===== src/rtl/axi_lite_master.sv =====
// AXI4-Lite initiator: converts a single-outstanding command/response
// interface into AXI-Lite read and write transactions.
module axi_lite_master #(
  parameter int ADDR_WIDTH   = 32,
  parameter int DATA_WIDTH   = 32,
  parameter int STROBE_WIDTH = DATA_WIDTH / 8
) (
  input  logic                    clk,
  input  logic                    rst,
  // command side
  input  logic                    i_cmd_valid,
  output logic                    o_cmd_ready,
  input  logic                    i_cmd_write,
  input  logic [ADDR_WIDTH-1:0]   i_cmd_addr,
  input  logic [DATA_WIDTH-1:0]   i_cmd_wdata,
  input  logic [STROBE_WIDTH-1:0] i_cmd_wstrb,
  // response side
  output logic                    o_rsp_valid,
  input  logic                    i_rsp_ready,
  output logic                    o_rsp_write,
  output logic [DATA_WIDTH-1:0]   o_rsp_rdata,
  output logic [1:0]              o_rsp_resp,
  // AW channel
  output logic                    o_awvalid,
  output logic [ADDR_WIDTH-1:0]   o_awaddr,
  input  logic                    i_awready,
  // W channel
  output logic                    o_wvalid,
  input  logic                    i_wready,
  output logic [STROBE_WIDTH-1:0] o_wstrb,
  output logic [DATA_WIDTH-1:0]   o_wdata,
  // B channel
  input  logic                    i_bvalid,
  output logic                    o_bready,
  input  logic [1:0]              i_bresp,
  // AR channel
  output logic                    o_arvalid,
  input  logic                    i_arready,
  output logic [ADDR_WIDTH-1:0]   o_araddr,
  // R channel
  input  logic                    i_rvalid,
  output logic                    o_rready,
  input  logic [1:0]              i_rresp,
  input  logic [DATA_WIDTH-1:0]   i_rdata
);

  typedef enum logic [2:0] {
    IDLE,
    WR_ADDR_DATA,
    WR_RESP,
    RD_ADDR,
    RD_DATA,
    RESPOND
  } state_e;

  state_e                  state_q, state_d;
  logic                    aw_done_q, aw_done_d;
  logic                    w_done_q, w_done_d;
  logic [ADDR_WIDTH-1:0]   addr_q, addr_d;
  logic [DATA_WIDTH-1:0]   wdata_q, wdata_d;
  logic [STROBE_WIDTH-1:0] wstrb_q, wstrb_d;
  logic                    rsp_write_q, rsp_write_d;
  logic [DATA_WIDTH-1:0]   rsp_rdata_q, rsp_rdata_d;
  logic [1:0]              rsp_resp_q, rsp_resp_d;

  logic aw_hs, w_hs;

  // State and payload registers, cleared asynchronously on reset
  always_ff @(posedge clk or posedge rst) begin
    if (rst) begin
      state_q     <= IDLE;
      aw_done_q   <= 1'b0;
      w_done_q    <= 1'b0;
      addr_q      <= '0;
      wdata_q     <= '0;
      wstrb_q     <= '0;
      rsp_write_q <= 1'b0;
      rsp_rdata_q <= '0;
      rsp_resp_q  <= '0;
    end else begin
      state_q     <= state_d;
      aw_done_q   <= aw_done_d;
      w_done_q    <= w_done_d;
      addr_q      <= addr_d;
      wdata_q     <= wdata_d;
      wstrb_q     <= wstrb_d;
      rsp_write_q <= rsp_write_d;
      rsp_rdata_q <= rsp_rdata_d;
      rsp_resp_q  <= rsp_resp_d;
    end
  end

  // Next-state and payload capture; AW and W completion tracked separately
  always_comb begin
    state_d     = state_q;
    aw_done_d   = aw_done_q;
    w_done_d    = w_done_q;
    addr_d      = addr_q;
    wdata_d     = wdata_q;
    wstrb_d     = wstrb_q;
    rsp_write_d = rsp_write_q;
    rsp_rdata_d = rsp_rdata_q;
    rsp_resp_d  = rsp_resp_q;
    aw_hs       = o_awvalid && i_awready;
    w_hs        = o_wvalid && i_wready;
    unique case (state_q)
      IDLE: begin
        if (i_cmd_valid) begin
          addr_d    = i_cmd_addr;
          wdata_d   = i_cmd_wdata;
          wstrb_d   = i_cmd_wstrb;
          aw_done_d = 1'b0;
          w_done_d  = 1'b0;
          state_d   = i_cmd_write ? WR_ADDR_DATA : RD_ADDR;
        end
      end
      WR_ADDR_DATA: begin
        aw_done_d = aw_done_q || aw_hs;
        w_done_d  = w_done_q || w_hs;
        if (aw_done_d && w_done_d) begin
          aw_done_d = 1'b0;
          w_done_d  = 1'b0;
          state_d   = WR_RESP;
        end
      end
      WR_RESP: begin
        if (i_bvalid) begin
          rsp_write_d = 1'b1;
          rsp_rdata_d = '0;
          rsp_resp_d  = i_bresp;
          state_d     = RESPOND;
        end
      end
      RD_ADDR: begin
        if (i_arready) state_d = RD_DATA;
      end
      RD_DATA: begin
        if (i_rvalid) begin
          rsp_write_d = 1'b0;
          rsp_rdata_d = i_rdata;
          rsp_resp_d  = i_rresp;
          state_d     = RESPOND;
        end
      end
      RESPOND: begin
        if (i_rsp_ready) state_d = IDLE;
      end
      default: state_d = IDLE;
    endcase
  end

  // Channel handshake outputs decoded from registered state only
  always_comb begin
    o_cmd_ready = (state_q == IDLE) && !rst;
    o_awvalid   = (state_q == WR_ADDR_DATA) && !aw_done_q;
    o_wvalid    = (state_q == WR_ADDR_DATA) && !w_done_q;
    o_bready    = (state_q == WR_RESP);
    o_arvalid   = (state_q == RD_ADDR);
    o_rready    = (state_q == RD_DATA);
    o_rsp_valid = (state_q == RESPOND);
    o_awaddr    = addr_q;
    o_araddr    = addr_q;
    o_wdata     = wdata_q;
    o_wstrb     = wstrb_q;
    o_rsp_write = rsp_write_q;
    o_rsp_rdata = rsp_rdata_q;
    o_rsp_resp  = rsp_resp_q;
  end

endmodule


===== config.mk =====
export PLATFORM = sky130hd
export DESIGN_NAME = axi_lite_master
export DESIGN_NICKNAME = d
export VERILOG_FILES = /design/src/rtl/axi_lite_master.sv
export SDC_FILE = /design/constraint.sdc
export NUM_CORES = 1
export LEC_CHECK = 0
export BUFFER_PORTS_ARGS = -buffer_cell sky130_fd_sc_hd__buf_2
export CAP_MARGIN = 20
export CORE_UTILIZATION = 39
export CTS_BUF_LIST = sky130_fd_sc_hd__clkbuf_8
export DETAILED_ROUTE_END_ITERATION = 12
export GPL_ROUTABILITY_DRIVEN = 0
export PLACE_DENSITY = 0.73
export SYNTH_ARGS = -nofsm -noshare
export SYNTH_HDL_FRONTEND = slang
export SYNTH_SLANG_ARGS = --single-unit

===== constraint.sdc =====
create_clock -name clk -period 3.5 [get_ports clk]
set_input_delay 0.35 -clock clk [delete_from_list [all_inputs] [get_ports clk]]
set_output_delay 0.35 -clock clk [all_outputs]
set_load 0.1 [all_outputs]

==> results of run 1 <==
## cell usage after synthesis, drive strengths merged
cell and instances:
a21o 1, a21oi 2, a221o 1, a221oi 1
a22o 33, and3 2, buf 47, clkbuf 4
dfrtp 108, inv 3, mux2 73, mux2i 1
nand2 4, nand2b 2, nand3b 2, nor2 6
nor3 2, nor3b 2, nor4 2, nor4b 1
o2111ai 1, o21a 1, o21ai 4, o221ai 1
o22ai 1, o2bb2ai 1, or2 1
## critical path, cell delays in order (launching register included)
cell	delay, ps
dfrtp_1	750
inv_1	200
nor4_2	300
buf_2	470
## per-layer routing
layer	vias to the layer above	GRT usage (%)	share of wire [%]
li1	1508	-	-
met1	1572	19.4	40
met2	153	29.2	52
met3	5	4.40	7.3
met4	0	5.21	0.77
met5	-	0	0
## sequential cells by signal (all words and copies together) (netlist names)
register	count
o_rsp_rdata	32
o_rsp_write	1
o_wdata	32
state_q	3
o_rsp_resp	2
aw_done_q	1
o_wstrb	4
w_done_q	1
o_araddr	32
## through the flow
stage | util, % | hold WS, ps | std cells
after CTS | 52.8 | 174 | 670
final | 53.1 | 167 | 671
after global placement | 51.1 | 464 | 655
after global routing | 53.1 | 180 | 671
after floorplan | - | 485 | 307
after detailed placement | 51.1 | 469 | 655
## layout make-up
| cell class | count | area, um2 | share of cell area [%] |
|---|---|---|---|
| inverters | 3 | 13.8 | 0.237 |
| well taps | 140 | 175 | 3.02 |
| clock inverters | 6 | 65.1 | 1.12 |
| flip-flops and latches | 108 | 2700 | 46.6 |
| multi-input cells | 145 | 1390 | 24.0 |
| clock buffers | 9 | 124 | 2.13 |
| repair buffers | 260 | 1330 | 23.0 |
## cells by family (layout without fill, tap and decap cells)
group                  after synthesis  count (layout)  synth area share, %
AOI/OAI and AO/OA                   47              47                 8.71
buffers and inverters               54             278                 8.06
DFF                                108             108                 61.1
muxes                               74              74                 18.8
and+or+nand+nor                     24              24                 3.39
## final timing paths
check	from	endpoint	slack, ps	cells past startpoint
worst max-delay path	state_q[0]	o_wvalid	1070	3
worst min-delay path	rst	o_araddr[11]	170	2
worst max register to register	state_q[1]	o_rsp_resp[1]	1110	3
worst min register to register	o_wdata[6]	o_wdata[6]	490	1
max in group asynchronous	rst	o_wdata[13]	2500	3
min in group clk	i_cmd_wdata[6]	o_wdata[6]	200	2
==> out/qor.yml, run 1 <==
cts_root_buffer: "clkbuf_8"
start_kind: "flip-flop"
antenna_left: 0
drv_slew: 0
hold_viol_final: 0
endpoint_kind: "primary output"
arrival_ps: 2080
drv_cap: 0
syn_nets: 421
routedWlPerCell_um: 15.1
drcViolationCount: 0
final_area_mm2: 0.00581
antenna_found_initial: 0
cts_hold_buf: 0
grt_pass1_wl_um: 14900
port_buffers: 255
syn_avg_cell_area_um2: 14.4
cts.path.max_buffers: 2
cts_sinks: 108
nNetsFinal: 641
layout-drive-gt1-share_pct: 62.9
yosysTopAreaCellShare_pct: 61.1
max_freq_mhz: 411
path_max_fanout: 16
layout_common_cells: "buf_2 (255), dfrtp_1 (108), mux2_2 (53)"
pin_count: 256
detailedPlace.worstSlack_ps: 1150
required_ps: 3150
grt_use_total_pct: 16.5
ctsResizeCount: 0
status: "finished, final reports clean"
grt_remaining_overflow: 0
dieArea_mm2: 0.0118
min_period_ps: 2430
die_w_um: 109
synthToLayoutAreaGrowth_pct: 31.1
cts_made_buffers: 9
grt_max_degree: 70
synth_cell_types: 31
via_per_inst: 4.83
timing.final.crit_share_pct: 69.5
clk_latency_ps: 350
slew_headroom_pct: 27.7
tns_ps: 0
layout_commonest_cell: "buf_2"
firstDrtPassIters: 4
drt_wl_total_um: 10100
die_h_um: 109
initial_utilization_pct: 40.5
rows: 38
clkTransAtPathRegs_ps: 100
setup_viol: 0
criticalPathCategory: "flip-flop to primary output"
grt_pass1_vias: 3048
rsz0062_at_grt: "false"
synthCells: 307
place_area_mm2: 0.00559
worst_slew_pin_slew_ps: 1080
h-tree-depth: 3
post_cts_buffers: 0
syn_area_mm2: 0.00443
yosys-top-cells-area: "dfrtp_1 (61%), mux2_2 (13%), a22o_1 (6.5%)"
synth_largest_area_cell: "dfrtp_1"
fin_skew_ps: 12.1
dp_hpwl_um: 7630
fillers: 946
ys_seq_area_share_pct: 61.1
yosys_warnings: 0
setup_slack_ps: 1070
via_count: 3238
hold_class: "primary input to asynchronous set/reset pin"
drt_iter0_drc: 116
diodes: 0
core_mm2: 0.0109
ys_ff_latch: 108
tritoncts: "yes"
Power of run 1 is not shown: default switching activity piles up to over one toggle a cycle in this logic, so the estimate is an artifact.
==> inputs of run 2 (changes only) <==
Clock period 3.5 ns to 2.3 ns, I/O delays scaled along.
==> out/qor.yml, run 2 (same netlist as run 1, synthesis figures left out) <==
utilization_pct: 53.8  # +0.68 points
regArea_mm2: 0.00270  # unchanged
drv_slew: 0  # unchanged
antenna_left: 0  # unchanged
use_met1_pct: 20.4  # +1.0 points
layout_common_cells: "buf_2 (255), dfrtp_1 (108), mux2_2 (53)"
routedWlPerCell_um: 15.0  # -0.29%
timing.final.crit_share_pct: 94.4
layout_commonest_cell: "buf_2"
crit_chain: "buf_4, nand2b_1, nor3_2, buf_2"
die_w_um: 109  # unchanged
cpMaxStageDelayCell: "dfrtp_1"
rsz0062_at_grt: "false"
via_per_inst: 4.87  # +0.94%
busiest_layer: "met2"
fillers: 966  # +2.1%
rr_endpoint: "o_rsp_rdata[6]"
worst_slew_pin_slew_ps: 581  # -503 ps
clkTransAtPathRegs_ps: 100  # about the same
synthToLayoutAreaGrowth_pct: 32.8
r2r_start: "state_q[2]"
rr_worst_depth: 4  # +1
grt_remaining_overflow: 0  # unchanged
tritoncts: "yes"
grt_max_degree: 65  # -7.1%
grt_use_total_pct: 17.0  # +0.52 points
hold_class: "primary input to flip-flop"
rows: 38  # unchanged
die_h_um: 109  # unchanged
globalRouteMet3Util_pct: 5.73  # +1.3 points
min_period_ps: 2170
cts_sinks: 108  # unchanged
drt_iter0_drc: 99  # -15%
diodes: 0  # unchanged
via_count: 3288  # +1.5%
slew_headroom_pct: 61.2  # +34 points
hold_end: "o_wdata[7]"
path_max_fanout: 12  # -4
core_mm2: 0.0109  # unchanged
hold_viol_final: 0  # unchanged
r2r_slack_ps: 410  # -700 ps
fin_skew_ps: 9.56  # -2.54 ps
cts_made_buffers: 9  # unchanged
hp-start: "i_cmd_wdata[7]"
cp_slowest_stage_delay_ps: 530  # -220 ps
cts_root_buffer: "clkbuf_8"
h-tree-depth: 3  # unchanged
clk_latency_ps: 360  # about the same
required_ps: 2070  # -1080 ps
hold_path_depth: 2
firstDrtPassIters: 4  # unchanged
grt_pass1_vias: 3161  # +3.7%
drt_wl_total_um: 10100  # +0.31%
nNetsFinal: 645  # +0.62%
dp_hpwl_um: 7620  # -0.17%
multi_input_area_mm2: 0.00141  # +1.4%
grt_pass1_wl_um: 15400  # +3.1%
grt.met2_usage_pct: 28.3  # -0.90 points
drcViolationCount: 0  # unchanged
setup_viol: 0  # unchanged
max_freq_mhz: 460
endpoint_kind: "primary output"
dieArea_mm2: 0.0118  # unchanged
port_buffers: 255  # unchanged
drv_cap: 0  # unchanged
layout-drive-gt1-share_pct: 63.2  # +0.28 points
arrival_ps: 1940  # -140 ps
cts.path.max_buffers: 2  # unchanged
initial_utilization_pct: 40.5  # unchanged
pin_count: 256  # unchanged
antenna_found_initial: 0  # unchanged
start_kind: "flip-flop"
status: "finished, final reports clean"
criticalPathCategory: "flip-flop to primary output"
[run 2: layout make-up]
class                   count  area share (%)
multi-input cells         145            24.0
flip-flops and latches    108            46.0
clock buffers              10            2.34
well taps                 140            2.98
repair buffers            264            23.5
clock inverters             5           0.915
inverters                   3           0.255
[run 2: worst max-delay path by stage]
| stage | start | endpoint | slack [ps] |
|---|---|---|---|
| after CTS | state_q[1] | o_awvalid | 100 |
| final | state_q[1] | o_awvalid | 130 |
| after floorplan | state_q[0] | o_wvalid | -490 |
| after global placement | state_q[2] | o_araddr[31] | 480 |
| after detailed placement | state_q[2] | o_wdata[11] | 420 |
| after global routing | state_q[1] | o_awvalid | 1 |
[run 2: stage by stage]
step | worst slack (ps) | setup TNS, ps | hold slack (ps) | area, um2 | std cells
floorplan | -494 | -494 | 365 | 4470 | 307
detailed placement | 425 | 0 | 386 | 5680 | 659
finish | 128 | 0 | 82.5 | 5880 | 675
CTS | 105 | 0 | 60.3 | 5880 | 675
global placement | 476 | 0 | 376 | 5680 | 659
global route | 0.999 | 0 | 58.0 | 5880 | 675
[run 2: worst max-delay path: cells and delay by family (launching register included)]
family | cells | cell delay [ps]
flops | 1 | 530
simple gates | 2 | 360
buf+inv | 2 | 710
[run 2: what timing repair did]
item,in CTS,in global routing
hold endpoints to repair,54,0
gates resized for setup,0,0
hold buffers,1,0
setup buffers,0,0
[run 2: routing by layer]
layer | part of all wire [%] | up-vias
met5 | 0 | -
met4 | 1.4 | 0
met3 | 8.6 | 11
met2 | 50 | 160
met1 | 40 | 1603
li1 | - | 1514
Power of run 2 is left out for the same reason.
==> inputs of run 3 (changes only) <==
Settings changed: MAX_ROUTING_LAYER from default to met4.
==> out/qor.yml, run 3 (same netlist as run 1, synthesis figures left out) <==
core_mm2: 0.0109  # unchanged
nNetsFinal: 645  # unchanged
initial_utilization_pct: 40.5  # unchanged
grt_max_degree: 65  # unchanged
firstDrtPassIters: 4  # unchanged
drv_cap: 0  # unchanged
post_cts_buffers: 0  # unchanged
required_ps: 2070  # about the same
grt_use_total_pct: 17.6  # +0.52 points
synthToLayoutAreaGrowth_pct: 32.8  # unchanged
port_buffers: 255  # unchanged
final_area_mm2: 0.00588  # unchanged
cts_made_buffers: 9  # unchanged
layout_common_cells: "buf_2 (255), dfrtp_1 (108), mux2_2 (53)"
h-tree-depth: 3  # unchanged
final_cells: 675  # unchanged
antenna_left: 0  # unchanged
via_count: 3298  # +0.30%
die_h_um: 109  # unchanged
drt_wl_total_um: 10200  # +0.14%
clkTransAtPathRegs_ps: 100  # about the same
arrival_ps: 1940  # about the same
max_freq_mhz: 461  # about the same
slew_headroom_pct: 61.8  # +0.54 points
pin_count: 256  # unchanged
tns_ps: 0  # unchanged
grt_pass1_wl_um: 15400  # +0.18%
layout_commonest_cell: "buf_2"
diodes: 0  # unchanged
timing.final.crit_share_pct: 94.4  # about the same
setup_viol: 0  # unchanged
drv_slew: 0  # unchanged
hold_ws_ps: 80.7  # -1.83 ps
fin_skew_ps: 10.3  # +0.698 ps
criticalPathCategory: "flip-flop to primary output"
min_period_ps: 2170  # -1.50 ps
hold_class: "primary input to flip-flop"
status: "finished, final reports clean"
path_max_fanout: 12  # unchanged
dp_hpwl_um: 7620  # unchanged
antenna_found_initial: 0  # unchanged
hold_viol_final: 0  # unchanged
routedWlPerCell_um: 15.0  # +0.14%
via_per_inst: 4.89  # +0.30%
layout-drive-gt1-share_pct: 63.2  # unchanged
dieArea_mm2: 0.0118  # unchanged
place_area_mm2: 0.00568  # unchanged
grt_remaining_overflow: 0  # unchanged
drcViolationCount: 0  # unchanged
start_kind: "flip-flop"
tritoncts: "yes"
cts.path.max_buffers: 2  # unchanged
cts_hold_buf: 1  # unchanged
drt_iter0_drc: 102  # +3.0%
endpoint_kind: "primary output"
cts_root_buffer: "clkbuf_8"
ctsResizeCount: 0  # unchanged
worst_slew_pin_slew_ps: 573  # -8.13 ps
die_w_um: 109  # unchanged
clk_latency_ps: 360  # about the same
grt_pass1_vias: 3156  # -0.16%
rsz0062_at_grt: "false"
rows: 38  # unchanged
dp.cells: 659  # unchanged
cts_sinks: 108  # unchanged
[run 3: cell counts in the layout (fill, tap and decap cells not counted)]
No cell type changed its count.
[run 3: layer usage]
metal	share of wire, %	track usage, %	vias up
li1	-	-	1517
met3	8.1	5.24	12
met4	1.4	6.37	0
met2	50	28.3	161
met5	0	-	-
met1	40	20.7	1608
[run 3: cell type report]
class | count | area (um2)
clock buffers | 10 | 138
multi-input cells | 145 | 1410
inverters | 3 | 15.0
clock inverters | 5 | 53.8
fillers | 966 | 5060
well taps | 140 | 175
flip-flops and latches | 108 | 2700
repair buffers | 264 | 1380
[run 3: worst paths after layout]
path                                     start        endpoint  slack [ps]  depth (start not counted)
worst max register to register      state_q[2]  o_rsp_rdata[6]         420                          4
worst max-delay path                state_q[1]       o_awvalid         130                          4
worst min register to register      o_wdata[5]      o_wdata[5]         490                          1
max in group asynchronous                  rst     o_araddr[3]        1280                          4
worst min-delay path            i_cmd_wdata[7]      o_wdata[7]          80                          2
min in group asynchronous                  rst        w_done_q         550                          4
[run 3: worst max-delay path, stage by stage, from the launching register on]
cell      delay, ps
dfrtp_1         530
buf_4           250
nand2b_1        200
nor3_2          160
buf_2           460
[run 3: through the flow]
| stage | utilization [%] | setup slack (ps) |
|---|---|---|
| 6_report | 53.8 | 129 |
| 5_1_grt | 53.8 | 1.01 |
| 4_1_cts | 53.8 | 105 |
| 3_5_place_dp | 51.9 | 425 |
| 3_3_place_gp | 51.9 | 476 |
| 2_1_floorplan | - | -494 |
Power of run 3 is left out for the same reason.
